[src/rtl/dsa_pkg.sv]
// Shared types and helpers for the digit-serial adder/subtractor.
package dsa_pkg;

  typedef enum logic [1:0] {
    IDLE,
    RUN,
    DONE
  } dsa_state_t;

  // Width of the digit counter; a single-digit configuration still gets one bit.
  function automatic int cnt_width(input int width, input int digit);
    int n;
    n = width / digit;
    return (n <= 1) ? 1 : $clog2(n);
  endfunction

endpackage

[src/rtl/digit_serial_adder_digit_adder.sv]
// Combinational DIGIT-bit ripple-carry slice. Also exposes the carry into the
// slice MSB so the top level can form signed overflow on the final digit.
module digit_adder #(
  parameter int DIGIT = 1
) (
  input  logic [DIGIT-1:0] x,
  input  logic [DIGIT-1:0] y,
  input  logic             ci,
  output logic [DIGIT-1:0] s,
  output logic             co,
  output logic             c_msb_in
);

  // Ripple the carry through the slice, bit by bit.
  always_comb begin
    // NOTE: blocking assignments here, so the carry ripples within one evaluation.
    // NOTE: every output gets a default first, so no latch can be inferred.
    logic carry;
    carry    = ci;
    s        = '0;
    c_msb_in = ci;
    for (int i = 0; i < DIGIT; i++) begin
      if (i == DIGIT - 1) c_msb_in = carry;
      s[i]  = x[i] ^ y[i] ^ carry;
      carry = (x[i] & y[i]) | (carry & (x[i] ^ y[i]));
    end
    co = carry;
  end

endmodule

[src/rtl/digit_serial_adder.sv]
// Multi-cycle adder/subtractor: WIDTH-bit operands processed DIGIT bits per
// clock with the ripple carry held in a flop between digits.
// Optional build macro DSA_SAT_EN: on signed overflow the final sum is
// replaced by the saturated value matching the sign of operand A.
module digit_serial_adder
  import dsa_pkg::*;
#(
  parameter int WIDTH = 8,
  parameter int DIGIT = 1
) (
  input  logic             clk,
  input  logic             rst_n,
  input  logic             start,
  input  logic             sub,
  input  logic [WIDTH-1:0] a,
  input  logic [WIDTH-1:0] b,
  input  logic             cin,
  output logic             busy,
  output logic             done,
  output logic [WIDTH-1:0] sum,
  output logic             cout,
  output logic             ovf
);

  localparam int NDIG  = WIDTH / DIGIT;
  localparam int CNT_W = cnt_width(WIDTH, DIGIT);
  localparam logic [CNT_W-1:0] LAST = CNT_W'(NDIG - 1);

  if (WIDTH < 2 || (WIDTH % DIGIT) != 0) begin : g_bad_cfg
    $error("digit_serial_adder: WIDTH must be >= 2 and a multiple of DIGIT");
  end

`ifdef DSA_SAT_EN
  localparam logic [WIDTH-1:0] SAT_POS = {1'b0, {(WIDTH-1){1'b1}}};
  localparam logic [WIDTH-1:0] SAT_NEG = {1'b1, {(WIDTH-1){1'b0}}};
  logic a_sign;
`endif

  dsa_state_t       state;
  logic [CNT_W-1:0] cnt;
  // Operands shift right one digit per RUN cycle, so the current slice is
  // always at the bottom; this is the slice at index cnt*DIGIT of the
  // originally latched value.
  logic [WIDTH-1:0] a_q;
  logic [WIDTH-1:0] b_q;
  logic             carry_q;

  logic [DIGIT-1:0] s_dig;
  logic             co_dig;
  logic             c_msb_dig;

  digit_adder #(
    .DIGIT(DIGIT)
  ) u_slice (
    .x       (a_q[DIGIT-1:0]),
    .y       (b_q[DIGIT-1:0]),
    .ci      (carry_q),
    .s       (s_dig),
    .co      (co_dig),
    .c_msb_in(c_msb_dig)
  );

  // Control FSM, digit counter, operand/carry registers and registered results.
  always_ff @(posedge clk or negedge rst_n) begin
    // NOTE: non-blocking assignments, so every flop samples pre-edge values.
    if (!rst_n) begin
      state   <= IDLE;
      cnt     <= '0;
      a_q     <= '0;
      b_q     <= '0;
      carry_q <= 1'b0;
      busy    <= 1'b0;
      done    <= 1'b0;
      sum     <= '0;
      cout    <= 1'b0;
      ovf     <= 1'b0;
`ifdef DSA_SAT_EN
      a_sign  <= 1'b0;
`endif
    end else begin
      done <= 1'b0;
      case (state)
        IDLE: begin
          if (start) begin
            // Subtraction is A + ~B + 1: invert B and force the carry-in.
            a_q     <= a;
            b_q     <= sub ? ~b : b;
            carry_q <= sub ? 1'b1 : cin;
            cnt     <= '0;
            sum     <= '0;
            cout    <= 1'b0;
            ovf     <= 1'b0;
            busy    <= 1'b1;
            state   <= RUN;
`ifdef DSA_SAT_EN
            a_sign  <= a[WIDTH-1];
`endif
          end
        end
        RUN: begin
          // Result digits enter at the top and move down, landing in place
          // after the last digit; intermediate sum values are not meaningful.
          a_q     <= a_q >> DIGIT;
          b_q     <= b_q >> DIGIT;
          carry_q <= co_dig;
          sum     <= (sum >> DIGIT) | (WIDTH'(s_dig) << (WIDTH - DIGIT));
          cnt     <= cnt + 1'b1;
          if (cnt == LAST) begin
            cout  <= co_dig;
            ovf   <= c_msb_dig ^ co_dig;
            busy  <= 1'b0;
            state <= DONE;
          end
        end
        DONE: begin
          done  <= 1'b1;
          state <= IDLE;
`ifdef DSA_SAT_EN
          if (ovf) sum <= a_sign ? SAT_NEG : SAT_POS;
`endif
        end
        default: state <= IDLE;
      endcase
    end
  end

endmodule

[config.mk]
export PLATFORM = sky130hd
export DESIGN_NAME = digit_serial_adder
export DESIGN_NICKNAME = d
export VERILOG_FILES = /design/src/rtl/dsa_pkg.sv /design/src/rtl/digit_serial_adder_digit_adder.sv /design/src/rtl/digit_serial_adder.sv
export SDC_FILE = /design/constraint.sdc
export NUM_CORES = 1
export LEC_CHECK = 0
export BUFFER_PORTS_ARGS = -buffer_cell sky130_fd_sc_hd__buf_2
export CORE_UTILIZATION = 45
export CTS_CLUSTER_DIAMETER = 120
export DETAILED_ROUTE_END_ITERATION = 8
export MAX_ROUTING_LAYER = met4
export PLACE_DENSITY = 0.67
export REMOVE_ABC_BUFFERS = 1
export SYNTH_ARGS = -nofsm -noshare
export SYNTH_HDL_FRONTEND = slang
export SYNTH_SLANG_ARGS = --single-unit
[constraint.sdc]
create_clock -name clk -period 1.4 [get_ports clk]
set_input_delay 0.14 -clock clk [delete_from_list [all_inputs] [get_ports clk]]
set_output_delay 0.14 -clock clk [all_outputs]
set_load 0.005 [all_outputs]
# After elaboration in Yosys (flattened, before gate mapping)

Index checks and enable logic that the tools add are counted.

Bitwise logic cells: 8
Reduce and logical (&&, ||, !) cells: 5
Add/sub/neg operators: 1
Multiplexer cells: 24
Equal/unequal tests: 5

Operator list:

| cell                                                            | number |
|---|---|
| 8-bit case mux with 2 select lines                              | 3 |
| 8-bit two-way mux                                               | 4 |
| 1-bit two-way mux                                               | 8 |
| 8-bit inverter                                                  | 1 |
| 7-bit by 8-bit OR with 8-bit output                             | 1 |
| 1-bit case mux with 2 select lines                              | 4 |
| 3-bit case mux with 2 select lines                              | 1 |
| 2-bit two-way mux                                               | 2 |
| 2-bit inequality test, second input constant                    | 2 |
| 2-bit case mux with 2 select lines                              | 1 |
| 2-bit AND reduction                                             | 2 |
| 3-bit by 1-bit adder with 3-bit output, second input constant   | 1 |
| 3-bit == test, second input constant                            | 1 |
| 3-bit two-way mux                                               | 1 |
| 3-bit AND reduction                                             | 1 |
| 1-bit bitwise XOR                                               | 3 |
| 1-bit AND                                                       | 2 |
| 2-bit by 1-bit == test with 1-bit output, second input constant | 1 |
| 2-bit == test, second input constant                            | 1 |
| 2-bit zero test                                                 | 1 |
| 2-bit nonzero test                                              | 1 |
| 1-bit OR                                                        | 1 |

Output and inout bits: 12
Bits in registers: 34
Bits of input ports: 21

# Depth between registers and ports, before layout

Depth after elaboration: 6
Depth in mapped cells: 6

# Modules after synthesis

From an unflattened synthesis, not the netlist that was laid out.

Cell total of the unflattened synthesis: 150
Area, all modules: 1635.3 sq um

Modules (own cells, without submodules):

| module             | seq. area each (sq um) | cells each | area each (sq um) | instances |
|---|---|---|---|---|
| digit_serial_adder | 850.8                  | 148        | 1607.8            | 1 |
| digit_adder        | 0.0                    | 2          | 27.5              | 1 |

# Least setup slack after synthesis

OpenSTA, ideal clock, no wires.

Path type: reg-to-reg
From: register carry_q
To: register ovf
Arrival time: 1323 ps
Stages on the path, launching flop included: 4
Slack: -49 ps
Period minus slack after synthesis: 1449 ps
Path through: dfrtp_1 fa_1 xor2_1 a221o_1

Longest elaborated chain between the ends: 5

Ends and longest elaborated chain:

| element                              | line                                 | RTL |
|---|---|---|
| from (decl)                          | digit_serial_adder.sv:46             | `logic carry_q;` |
| from (signal assigned)               | digit_serial_adder.sv:88             | `carry_q <= sub ? 1'b1 : cin;` |
| from (signal assigned)               | digit_serial_adder.sv:105            | `carry_q <= co_dig;` |
| 1-bit AND                            | digit_serial_adder_digit_adder.sv:25 | `carry = (x[i] & y[i]) \| (carry & (x[i] ^ y[i]));` |
| 1-bit OR                             | digit_serial_adder_digit_adder.sv:25 |  |
| 1-bit bitwise XOR *                  | digit_serial_adder.sv:110            | `ovf <= c_msb_dig ^ co_dig;` |
| 1-bit two-way mux *                  | digit_serial_adder.sv:108            | `if (cnt == LAST) begin` |
| 1-bit case mux with 2 select lines * | digit_serial_adder.sv:82             | `case (state)` |
| to (signal assigned)                 | digit_serial_adder.sv:110            |  |
| to (decl)                            | digit_serial_adder.sv:22             | `output logic ovf` |

Mark *: on every way between the ends. The rest lies on a longest branch, timed or not. The select of a mux whose other input is x is not followed.
A chain may end at the register's enable or synchronous reset.

# Final worst setup path

Same ends and word-level chain as after synthesis.

==> results.md <==
- Cell Chain, Critical Path: fa_2 -> xor2_1 -> a221o_1
- Share of power burned in registers: 45.5%
- Switch share: 35.0%
- R2R Setup Slk: 0.01 ns
- Seq/Total Area, Yosys: 52.9%
- Synthesized area: 0.00161 mm^2
- Skew final: 0.00989 ns
- Initial antenna violation count: 0
- Slew HR: 70.2%
- Pint: 2370 uW
- Clk buf depth: 2
- Min-Delay Startpoint: a[4]
- Met3 Resource Use GR: 6.42%
- Endpoint, Worst Hold: a_q[4]$_DFFE_PN0P_
- Clk sinks: 34
- Clock-pin slew on the worst setup and hold paths: 0.10 ns
- Switching power total: 1270 uW
- Clock Tree Root: clkbuf_4
- CP Class: flip-flop to flip-flop
- Critical Path AT: 1.61 ns
- R2R depth: 3
- CP startpoint: carry_q$_DFFE_PN0P_
- Initial Util: 47.5%
- Yosys warning total: 0
- CP top delay family: adder cells
- Area post-placement: 0.00187 mm^2
- Total Nets Final: 205
- I/O Buffers: 32
- Pins Over Slew Limit: 0
- Clock share of power: 15.4%
- Gr busiest metal: met2
- Worst Tran Pin Value: 0.447 ns
- Clk_lat worst skew: 0.33 ns
- Setup-failing EPs final: 0
- Gr usage total: 20.2%
- TritonCTS clock tree: done
- Placed Cells: 219
- Status: finished, final reports clean
- Area contributors post-synth: dfrtp_1 (53%), a22oi_1 (9.3%), a22o_1 (6.5%)
- Post-Synthesis Cells: 139
- Hold depth: 3
- Pre-antenna DRT Iters: 4
- Largest net degree at the start of global routing: 19
- Reg-to-Reg Start: carry_q$_DFFE_PN0P_
- Routability-driven placement congestion ratio: 0.765
- Filler cells: 307
- Finished Cell Area: 0.00195 mm^2
- Total grt overflow: 0
- Routed wire length: 3270 um
- Critical Path Fanout Max: 3
- FF/Latch Area: 852 um^2
- Register bit total from synthesis: 34
- FF-to-FF End: ovf$_DFFE_PN0P_
- Rows: 21
- Yosys top cell area share: 52.9%
- Top-Level Pins: 33
- Post-synthesis cell type count: 31
- Die Y: 61.8 um
- Area of the multi-input gates: 673 um^2
- HP Class: input port to flip-flop
- F_max: 721 MHz
- Total of max-cap violations: 0
- Combinational Power Share: 39.2%
- RSZ-0062 raised after global routing: yes
- Setup TNS: 0 ns
- Grt met2 use: 32.4%
- Final worst slack: 0.0139 ns
- Syn Area/Cell: 11.6 um^2
- Area grow syn2layout: 20.9%
- Minimum clock period: 1.39 ns
- Count of non-filler cells in the finished layout: 228
- CTS buffer count: 5
- Synth area leader: dfrtp_1
- Power Dens Cells: 1870 mW/mm^2
- WL/cell: 14.4 um
- CP required: 1.63 ns
- Pleak: 0.000924 uW
- Via count: 1302
- CP max stage cell: fa_2
- Antenna-violating nets left: 0
- CP peak stage delay: 0.43 ns
- Worst slack, placed: -0.0610 ns
- Final Hold Vio Count: 0
- Peak VDD IR: 0.668 mV
- Post-DP HPWL: 2420 um
- Buf+Inv Stages, Crit Path: 0
- Met1 Use GR: 23.9%
- Die Area: 0.00382 mm^2
- 1st-iter DRT viols: 77
- H-tree lvl count: 2
- Number of global-route vias before repair: 1161
- Crit path launch type: flip-flop
- Vias/cell: 5.71
- Core Area: 0.00339 mm^2
- First-pass GRT wire length: 5280 um
- Postcts setup bufs: 0
- Period utilization: 99.0%
- Ant diodes: 0
- Share of layout cells above drive strength 1: 32.4%
- DR DRC count: 0
- CP Capture Type: flip-flop
- Chip Width: 61.8 um
## logic make-up (layout without fill, tap and decap cells)
kind of cell             Yosys count  count (layout)  synth area share (%)
adder cells (fa/ha/maj)            3               3                  2.80
buffers and inverters             16              59                  5.75
multiplexers                       2               2                  1.32
AO/OA/AOI/OAI                     56              56                  26.1
AND/OR/NAND/NOR                   19              19                  6.30
flip-flops                        34              34                  52.9
XOR/XNOR                           9               9                  4.90
## stage by stage
step	hold slack, ns	utilization [%]	total power (uW)
finish	0.0965	57.4	3650
global route	0.0932	57.4	3940
CTS	0.0891	57.2	3680
detailed placement	0.110	55.1	3090
global placement	0.0985	55.1	3010
floorplan	-0.156	-	2440
## cell type report
class | count | area share (%)
clock inverter | 1 | 0.257
sequential | 34 | 43.8
timing repair buffer | 47 | 14.8
tap | 46 | 2.96
inverter | 4 | 0.772
clock buffer | 7 | 2.83
multi-input combinational | 89 | 34.6
## power groups by stage
stage               Sequential (uW)  Combinational, uW  Clock, uW
finish                         1660               1430        561
detailed placement             1680               1410          0
CTS                            1660               1440        578
global placement               1650               1370          0
global route                   1710               1590        638
floorplan                      1670                772          0
## worst reg2reg max path: cells and delay by family, from the launching register on
family / cells / cell delay, ns
xor+xnor: 1 / 0.15
fa+ha+maj: 1 / 0.43
compound gates: 1 / 0.29
flops: 1 / 0.42
## flip-flops by register name, summed over array words and instances, names as in the netlist
name and cells:
a_q 8, b_q 8, busy 1, carry_q 1
cnt 3, cout 1, done 1, ovf 1
state 2, sum 8
## layout by cell type, fill, tap and decap left out
cell type | netlist | routed
clkinv_2 | 0 | 1
fa_2 | 0 | 1
a2bb2oi_1 | 1 | 1
o211ai_1 | 4 | 4
ha_2 | 0 | 1
a22oi_1 | 20 | 20
nor2b_1 | 3 | 3
dfrtp_1 | 34 | 33
a221o_1 | 4 | 4
xor2_1 | 1 | 1
buf_12 | 0 | 1
buf_4 | 0 | 13
o31ai_1 | 1 | 1
clkbuf_4 | 0 | 5
ha_1 | 2 | 1
or2_1 | 1 | 1
o21ai_0 | 12 | 12
nor2_2 | 1 | 1
mux2_2 | 1 | 1
dlygate4sd3_1 | 0 | 1
clkbuf_1 | 1 | 1
nand2_1 | 5 | 5
dfrtp_2 | 0 | 1
clkbuf_8 | 0 | 1
and3_1 | 1 | 1
inv_1 | 3 | 3
mux2i_1 | 1 | 1
o32ai_1 | 2 | 2
a22o_1 | 12 | 12
or3b_4 | 0 | 1
or2b_1 | 1 | 1
buf_2 | 7 | 32
xnor2_1 | 8 | 8
and2b_1 | 1 | 1
clkinv_1 | 1 | 1
and2_1 | 1 | 1
nor2_1 | 4 | 4
## worst max-delay path by stage
stage	slack [ns]	cells past startpoint	end
2_1_floorplan	-0.59	3	ovf$_DFFE_PN0P_
5_1_grt	-0.02	3	ovf$_DFFE_PN0P_
3_3_place_gp	-0.02	3	ovf$_DFFE_PN0P_
6_report	0.01	3	ovf$_DFFE_PN0P_
3_5_place_dp	-0.06	3	ovf$_DFFE_PN0P_
4_1_cts	0.008	3	ovf$_DFFE_PN0P_
## timing repair
action	CTS	global route
endpoints found under the hold margin	17	0
hold buffers	1	0
endpoints found under the setup margin	1	9
pin swaps	2	1
resized for setup	1	3
## layer usage
layer	up-vias	wire (um)	part of all wire, %
met2	44	1620	49
li1	604	-	-
met1	648	1450	44
met4	0	30	0.92
met5	-	0	0
met3	6	178	5.4
## synthesized netlist by cell type (all sizes together)
cell type,count
xor2,1
or2b,1
o32ai,2
xnor2,8
mux2,1
o31ai,1
or3b,1
nor2,5
nand2,5
and3,1
dfrtp,34
and2b,1
clkbuf,2
and2,1
mux2i,1
o211ai,4
o21ai,12
a2bb2oi,1
nor2b,3
fa,1
or2,1
inv,3
a22o,12
a221o,4
buf,10
ha,2
a22oi,20
clkinv,1
Note: power is estimated with default switching activity, not from simulation.
